**src/rtl/game_flow_ctrl.sv**
```systemverilog
`default_nettype none
// ============================================================================
// Module      : game_flow_ctrl
// Description : Master game sequencer.
//
//               The block has three screens: START, GAME and END. It drives
//               the screen enables, a one-second tick, the BCD score and the
//               seconds remaining. These signals feed the start, game and
//               end-screen overlays.
//
// Ports       : clk, rst        - pixel clock, synchronous active-high reset
//               space_pulse     - one-cycle pulse per spacebar press
//               jump_ok         - one-cycle pulse, landed on a platform
//               jump_fail_in    - one-cycle pulse, missed a platform
//               start_en        - start screen enable
//               game_en         - game screen enable
//               end_en          - end screen enable
//               jump_fail       - end reason (1 = fall, 0 = timeout)
//               one_sec_tick    - one-cycle pulse every CLK_HZ cycles
//               score[11:0]     - 3-digit BCD score, [11:8] = hundreds
//               time_left[6:0]  - seconds remaining, binary
// Revision    : 1.0 - initial release
// ============================================================================
module game_flow_ctrl #(
    parameter int CLK_HZ      = 65_000_000,
    parameter int GAME_TIME_S = 60,
    parameter int END_LOCK_S  = 2
) (
    input  logic        clk,
    input  logic        rst,
    input  logic        space_pulse,
    input  logic        jump_ok,
    input  logic        jump_fail_in,
    output logic        start_en,
    output logic        game_en,
    output logic        end_en,
    output logic        jump_fail,
    output logic        one_sec_tick,
    output logic [11:0] score,
    output logic [6:0]  time_left
);

    localparam int              c_PW        = (CLK_HZ > 1) ? $clog2(CLK_HZ) : 1;
    localparam logic [c_PW-1:0] c_PRESC_MAX = c_PW'(CLK_HZ - 1);
    localparam logic [6:0]      c_GAME_TIME = 7'(GAME_TIME_S);
    localparam logic [3:0]      c_END_LOCK  = 4'(END_LOCK_S);

    localparam logic [1:0] c_ST_START = 2'd0;
    localparam logic [1:0] c_ST_GAME  = 2'd1;
    localparam logic [1:0] c_ST_END   = 2'd2;

    logic [1:0]      r_state_q,    w_state_d;
    logic [c_PW-1:0] r_presc_q,    w_presc_d;
    logic            r_tick_q,     w_tick_d;
    logic [3:0]      r_lock_q,     w_lock_d;
    logic [11:0]     r_score_q,    w_score_d;
    logic [6:0]      r_time_q,     w_time_d;
    logic            r_jf_q,       w_jf_d;
    logic            r_start_en_q, w_start_en_d;
    logic            r_game_en_q,  w_game_en_d;
    logic            r_end_en_q,   w_end_en_d;
    logic            w_trans;

    // Add one to the BCD score with a carry between digits. The score
    // stops at 999.
    function automatic logic [11:0] f_bcd_inc(input logic [11:0] v);
        logic [3:0] d0;
        logic [3:0] d1;
        logic [3:0] d2;
        d0 = v[3:0];
        d1 = v[7:4];
        d2 = v[11:8];
        if (v != 12'h999) begin
            if (d0 != 4'd9) begin
                d0 = d0 + 4'd1;
            end else begin
                d0 = 4'd0;
                if (d1 != 4'd9) begin
                    d1 = d1 + 4'd1;
                end else begin
                    d1 = 4'd0;
                    d2 = d2 + 4'd1;
                end
            end
        end
        return {d2, d1, d0};
    endfunction

    always_comb begin
        w_state_d = r_state_q;
        w_score_d = r_score_q;
        w_time_d  = r_time_q;
        w_jf_d    = r_jf_q;
        w_lock_d  = r_lock_q;

        case (r_state_q)
            c_ST_START: begin
                if (space_pulse) begin
                    w_state_d = c_ST_GAME;
                    w_score_d = 12'h000;
                    w_time_d  = c_GAME_TIME;
                end
            end
            c_ST_GAME: begin
                // A fall in the same cycle as a landing takes priority,
                // so the score does not count that landing.
                if (jump_ok && !jump_fail_in) begin
                    w_score_d = f_bcd_inc(r_score_q);
                end
                if (r_tick_q) begin
                    w_time_d = r_time_q - 7'd1;
                end
                if (jump_fail_in) begin
                    w_state_d = c_ST_END;
                    w_jf_d    = 1'b1;
                end else if (r_tick_q && (r_time_q == 7'd1)) begin
                    w_state_d = c_ST_END;
                    w_jf_d    = 1'b0;
                end
            end
            c_ST_END: begin
                if (r_tick_q && (r_lock_q < c_END_LOCK)) begin
                    w_lock_d = r_lock_q + 4'd1;
                end
                // The space test uses the lock count from before this
                // cycle's increment.
                if (space_pulse && (r_lock_q == c_END_LOCK)) begin
                    w_state_d = c_ST_START;
                end
            end
            default: begin
                w_state_d = c_ST_START;
            end
        endcase

        w_trans = (w_state_d != r_state_q);

        // Every screen change restarts the second count from zero. A tick
        // that would line up with the screen change is dropped, so each
        // screen sees a full second before its first tick.
        if (w_trans || (r_presc_q == c_PRESC_MAX)) begin
            w_presc_d = '0;
        end else begin
            w_presc_d = r_presc_q + c_PW'(1);
        end
        w_tick_d = (r_presc_q == c_PRESC_MAX) && !w_trans;

        if (w_trans) begin
            w_lock_d = 4'd0;
        end

        w_start_en_d = (w_state_d == c_ST_START);
        w_game_en_d  = (w_state_d == c_ST_GAME);
        w_end_en_d   = (w_state_d == c_ST_END);
    end

    always_ff @(posedge clk) begin
        if (rst) begin
            r_state_q    <= c_ST_START;
            r_presc_q    <= '0;
            r_tick_q     <= 1'b0;
            r_lock_q     <= 4'd0;
            r_score_q    <= 12'h000;
            r_time_q     <= c_GAME_TIME;
            r_jf_q       <= 1'b0;
            r_start_en_q <= 1'b1;
            r_game_en_q  <= 1'b0;
            r_end_en_q   <= 1'b0;
        end else begin
            r_state_q    <= w_state_d;
            r_presc_q    <= w_presc_d;
            r_tick_q     <= w_tick_d;
            r_lock_q     <= w_lock_d;
            r_score_q    <= w_score_d;
            r_time_q     <= w_time_d;
            r_jf_q       <= w_jf_d;
            r_start_en_q <= w_start_en_d;
            r_game_en_q  <= w_game_en_d;
            r_end_en_q   <= w_end_en_d;
        end
    end

    assign start_en     = r_start_en_q;
    assign game_en      = r_game_en_q;
    assign end_en       = r_end_en_q;
    assign jump_fail    = r_jf_q;
    assign one_sec_tick = r_tick_q;
    assign score        = r_score_q;
    assign time_left    = r_time_q;

endmodule
`default_nettype wire
```
**config.mk**
```make
export PLATFORM = sky130hd
export DESIGN_NAME = game_flow_ctrl
export DESIGN_NICKNAME = d
export VERILOG_FILES = /design/src/rtl/game_flow_ctrl.sv
export SDC_FILE = /design/constraint.sdc
export NUM_CORES = 1
export LEC_CHECK = 0
export ABC_CLOCK_PERIOD_IN_PS = 3500
export BUFFER_PORTS_ARGS = -buffer_cell sky130_fd_sc_hd__buf_2
export CORE_ASPECT_RATIO = 1.1
export CORE_MARGIN = 2
export CORE_UTILIZATION = 45
export DETAILED_ROUTE_END_ITERATION = 8
export SLEW_MARGIN = 15
export SYNTH_ARGS = -nofsm -noshare
export SYNTH_HDL_FRONTEND = slang
export SYNTH_SLANG_ARGS = --single-unit
```
**constraint.sdc**
```tcl
create_clock -name clk -period 3.5 [get_ports clk]
set_input_delay 0.7 -clock clk [delete_from_list [all_inputs] [get_ports clk]]
set_output_delay 0.7 -clock clk [all_outputs]
set_load 0.1 [all_outputs]
```
==> impl.org <==
** Status
- Result of the run :: completed

** Job
- Max-cap violations in this run came to 0.

** Clocking
- Root buffer cell :: sky130_fd_sc_hd__clkbuf_8
- Clock transition at the registers of the reported paths :: 0.10 ns
- The tree built by TritonCTS fans out to 56 sinks.
- Clock latency on the worst-skew pair, taken at its later pin, is 0.31 ns.
- TritonCTS built the clock tree.
- CTS Buffer Depth :: 2
- H-tree depth :: 2
- After clock tree synthesis, the flow added hold-fix buffers numbering 0.
- Buffers added to address setup during post-CTS repair amount to 0.
- Total CTS buffers :: 5
- Number of instances resized during post-cts repair :: 0

** Placement
- Placed wire-length estimate :: 3.932 mm
- Worst slack after detailed placement :: 1.149 ns
- Number of input and output port buffers inserted :: 28
- Number of placed cells counting well taps :: 408
- Routability-driven placement congestion ratio :: 0.8033

** Timing
- Finish-stage setup viols :: 0
- Setup slack closes at 1.305 ns.
- The worst path needs 2.195 ns of the cycle, external delays included.
- Summed over all failing endpoints, the final setup total negative slack is 0 ns.
- The final critical path takes up 62.71% of the cycle.
- Across the routed clock network, the largest skew measured is 0.007427 ns.
- Peak Freq :: 0.4556 GHz
- RSZ-0062 raised after global routing :: false
- The number of hold violations in the final report was 0.
- The number of pins exceeding their max-slew limit in the final report was 0.
- Worst-Margin Slew :: 0.5795 ns
- Worst rel slew slack :: 61.22%

** Yosys
- Main area contributors after synthesis :: sky130_fd_sc_hd__dfxtp_1, sky130_fd_sc_hd__ha_1, sky130_fd_sc_hd__nor3_1
- Syn_nets :: 330
- Top_reg_cell synth :: sky130_fd_sc_hd__dfxtp_1
- Synth top area share :: 39.75%
- Synth Cell Area :: 2820 µm²
- Number of synthesized register bits :: 56
- The synthesized design contains 0 enable-type register cells.
- Average size of a mapped cell :: 8.982 µm²
- Synthesis produced a netlist whose cell count is 314.
- sky130_fd_sc_hd__dfxtp_1 takes more of the synthesized area than any other cell.
- The netlist uses 48 different library cells.
- Sequential element share of the synthesized area :: 39.75%
- For this run, the number of Yosys warnings is 0.
- Fraction of synthesis flops using an asynchronous set or reset pin :: 0%

** Finish
- Share of final-layout standard cells stronger than drive strength 1 :: 15.18%
- Diodes inserted :: 0
- P&R area growth vs syn :: 10.47%
- Leading cell types in the layout, fill and taps excluded :: sky130_fd_sc_hd__dfxtp_1, sky130_fd_sc_hd__buf_2, sky130_fd_sc_hd__nor3_1
- Most common cell after layout, fill and taps aside :: sky130_fd_sc_hd__dfxtp_1
- Net count, final :: 351
- For this run, the number of standard cells in the final layout without fillers is 416.

** Worst setup path
- Crit path arrival time :: 2.38 ns
- Along the worst path, the maximum fanout reaches 21.
- For this design, the slowest cell found on the critical path is sky130_fd_sc_hd__a22oi_2.
- The worst setup path is of the flip-flop to flip-flop kind.
- Biggest cell delay along the critical path :: 0.50 ns
- Required time at the worst-slack endpoint :: 3.69 ns
- Walking the worst path, the cells encountered are ha_1, nor3b_1, o21ai_0, a22oi_2, buf_4, nor3_1.
- The worst setup path is captured at a flip-flop.
- The worst setup path is launched from a flip-flop.

** Global route
- Overflow left after global routing :: 0
- Initial antenna violation count :: 0
- Global-route wire length before repair :: 10.05 mm
- In the global route stage, overall resource usage came out at 17.93%.
- Entering global routing, the biggest net connects 27 pins.
- Number of global-route vias before repair :: 2174

** Floorplanning
- Measured along the x axis, the die boundary spans 79.48 µm.
- Chip height :: 87.03 µm
- The die covers 6917 µm².
- Area of the core :: 6118 µm²
- Number of core rows :: 30
- Initial cell density of the core :: 46.09%
- In this run the count of I/O pins placed on the die edge is 29.

** Detailed routing
- In the routed design, unresolved DRC markers number 0.
- Initial detailed-routing violation count :: 103
- In this run the remaining antenna-violating nets after routing total 0.
- The routed design has 5.715 mm of wire.
- After detailed routing, the number of vias per cell comes to 5.596.
- Number of optimization iterations in the first detailed-route pass :: 4
- Wire length per cell :: 13.74 µm
- For this block, the via count after detailed routing is 2328.

** Power
- Power Total :: 1.267 mW
- IR analysis of the VDD net gives a maximum drop of 167.1 µV.
- Leakage power :: 1.074 nW
- Dividing total power by cell area gives a power density of 406.6 nW/µm².

** Worst hold path
- The tightest min-delay check is of the flip-flop to flip-flop type.
## per-layer routing
layer  up-vias  part of all wire (%)  track usage, %
met5         -                     0               0
met4         0                   1.3           6.426
met3         7                   4.1           3.112
met2        43                    47           29.95
met1      1065                    47           23.27
li1       1213                     -               -
## final timing paths
path | startpoint | endpoint | slack, ns | cells past startpoint
worst max-delay path | r_lock_q[1]$_SDFFE_PP0P_ | r_presc_q[14]$_SDFF_PP0_ | 1.31 | 6
worst max register to register | r_lock_q[1]$_SDFFE_PP0P_ | r_presc_q[14]$_SDFF_PP0_ | 1.31 | 6
worst min register to register | r_presc_q[25]$_SDFF_PP0_ | r_presc_q[25]$_SDFF_PP0_ | 0.49 | 2
worst min-delay path | r_presc_q[25]$_SDFF_PP0_ | r_presc_q[25]$_SDFF_PP0_ | 0.49 | 2
## synth_stat cells, drive strengths merged (7+ instances only)
cell type,count
dfxtp,56
nand3,15
inv,10
or4,10
o21ai,13
nand2,14
nor2,15
a211oi,10
clkbuf,11
a21oi,12
nor3,22
o31ai,7
xnor2,11
xor2,11
or3,13
nand4,15
ha,11
## metrics by stage
| step | instance area, µm² | hold WS [ns] | utilization, % |
|---|---|---|---|
| floorplan | 2820 | 0.4559 | - |
| global placement | 3008 | 0.4711 | 49.16 |
| detailed placement | 3008 | 0.4765 | 49.16 |
| CTS | 3115 | 0.4921 | 50.92 |
| global route | 3115 | 0.5149 | 50.92 |
| finish | 3115 | 0.4856 | 50.92 |
## area by class of cell
cell class | count | area (µm²)
Timing Repair Buffer | 30 | 155.1
Tap cell | 80 | 100.1
Clock inverter | 2 | 35.03
Fill cell | 597 | 3003
Clock buffer | 6 | 72.57
Inverter | 10 | 37.54
Multi-Input combinational cell | 232 | 1594
Sequential cell | 56 | 1121
## flip-flops by register name, summed over array words and instances (netlist names)
| register | count |
|---|---|
| end_en | 1 |
| game_en | 1 |
| jump_fail | 1 |
| one_sec_tick | 1 |
| r_lock_q | 4 |
| r_presc_q | 26 |
| r_state_q | 2 |
| score | 12 |
| start_en | 1 |
| time_left | 7 |
## power by group
group | internal, mW | leakage (nW) | switching (mW)
Combinational | 0.0421 | 0.565 | 0.135
Sequential | 0.652 | 0.453 | 0.0216
Clock | 0.213 | 0.0552 | 0.204
## kinds of logic after synthesis
logic type / Yosys count / share of synthesized area [%]
buffers and inverters: 26 / 3.904
XOR/XNOR: 22 / 6.832
AND/OR/NAND/NOR: 140 / 29.72
multiplexers: 5 / 1.775
AO/OA/AOI/OAI: 54 / 13.13
adder cells (fa/ha/maj): 11 / 4.880
flip-flops: 56 / 39.75
## worst max-delay path, delay by kind of cell (launching register included)
kind / cells / cell delay, ns
flip-flops: 1 / 0.40
adder cells (fa/ha/maj): 1 / 0.17
AND/OR/NAND/NOR: 2 / 0.47
AO/OA/AOI/OAI: 2 / 0.67
buffers and inverters: 1 / 0.36
Power figures use the tool's default switching activity.
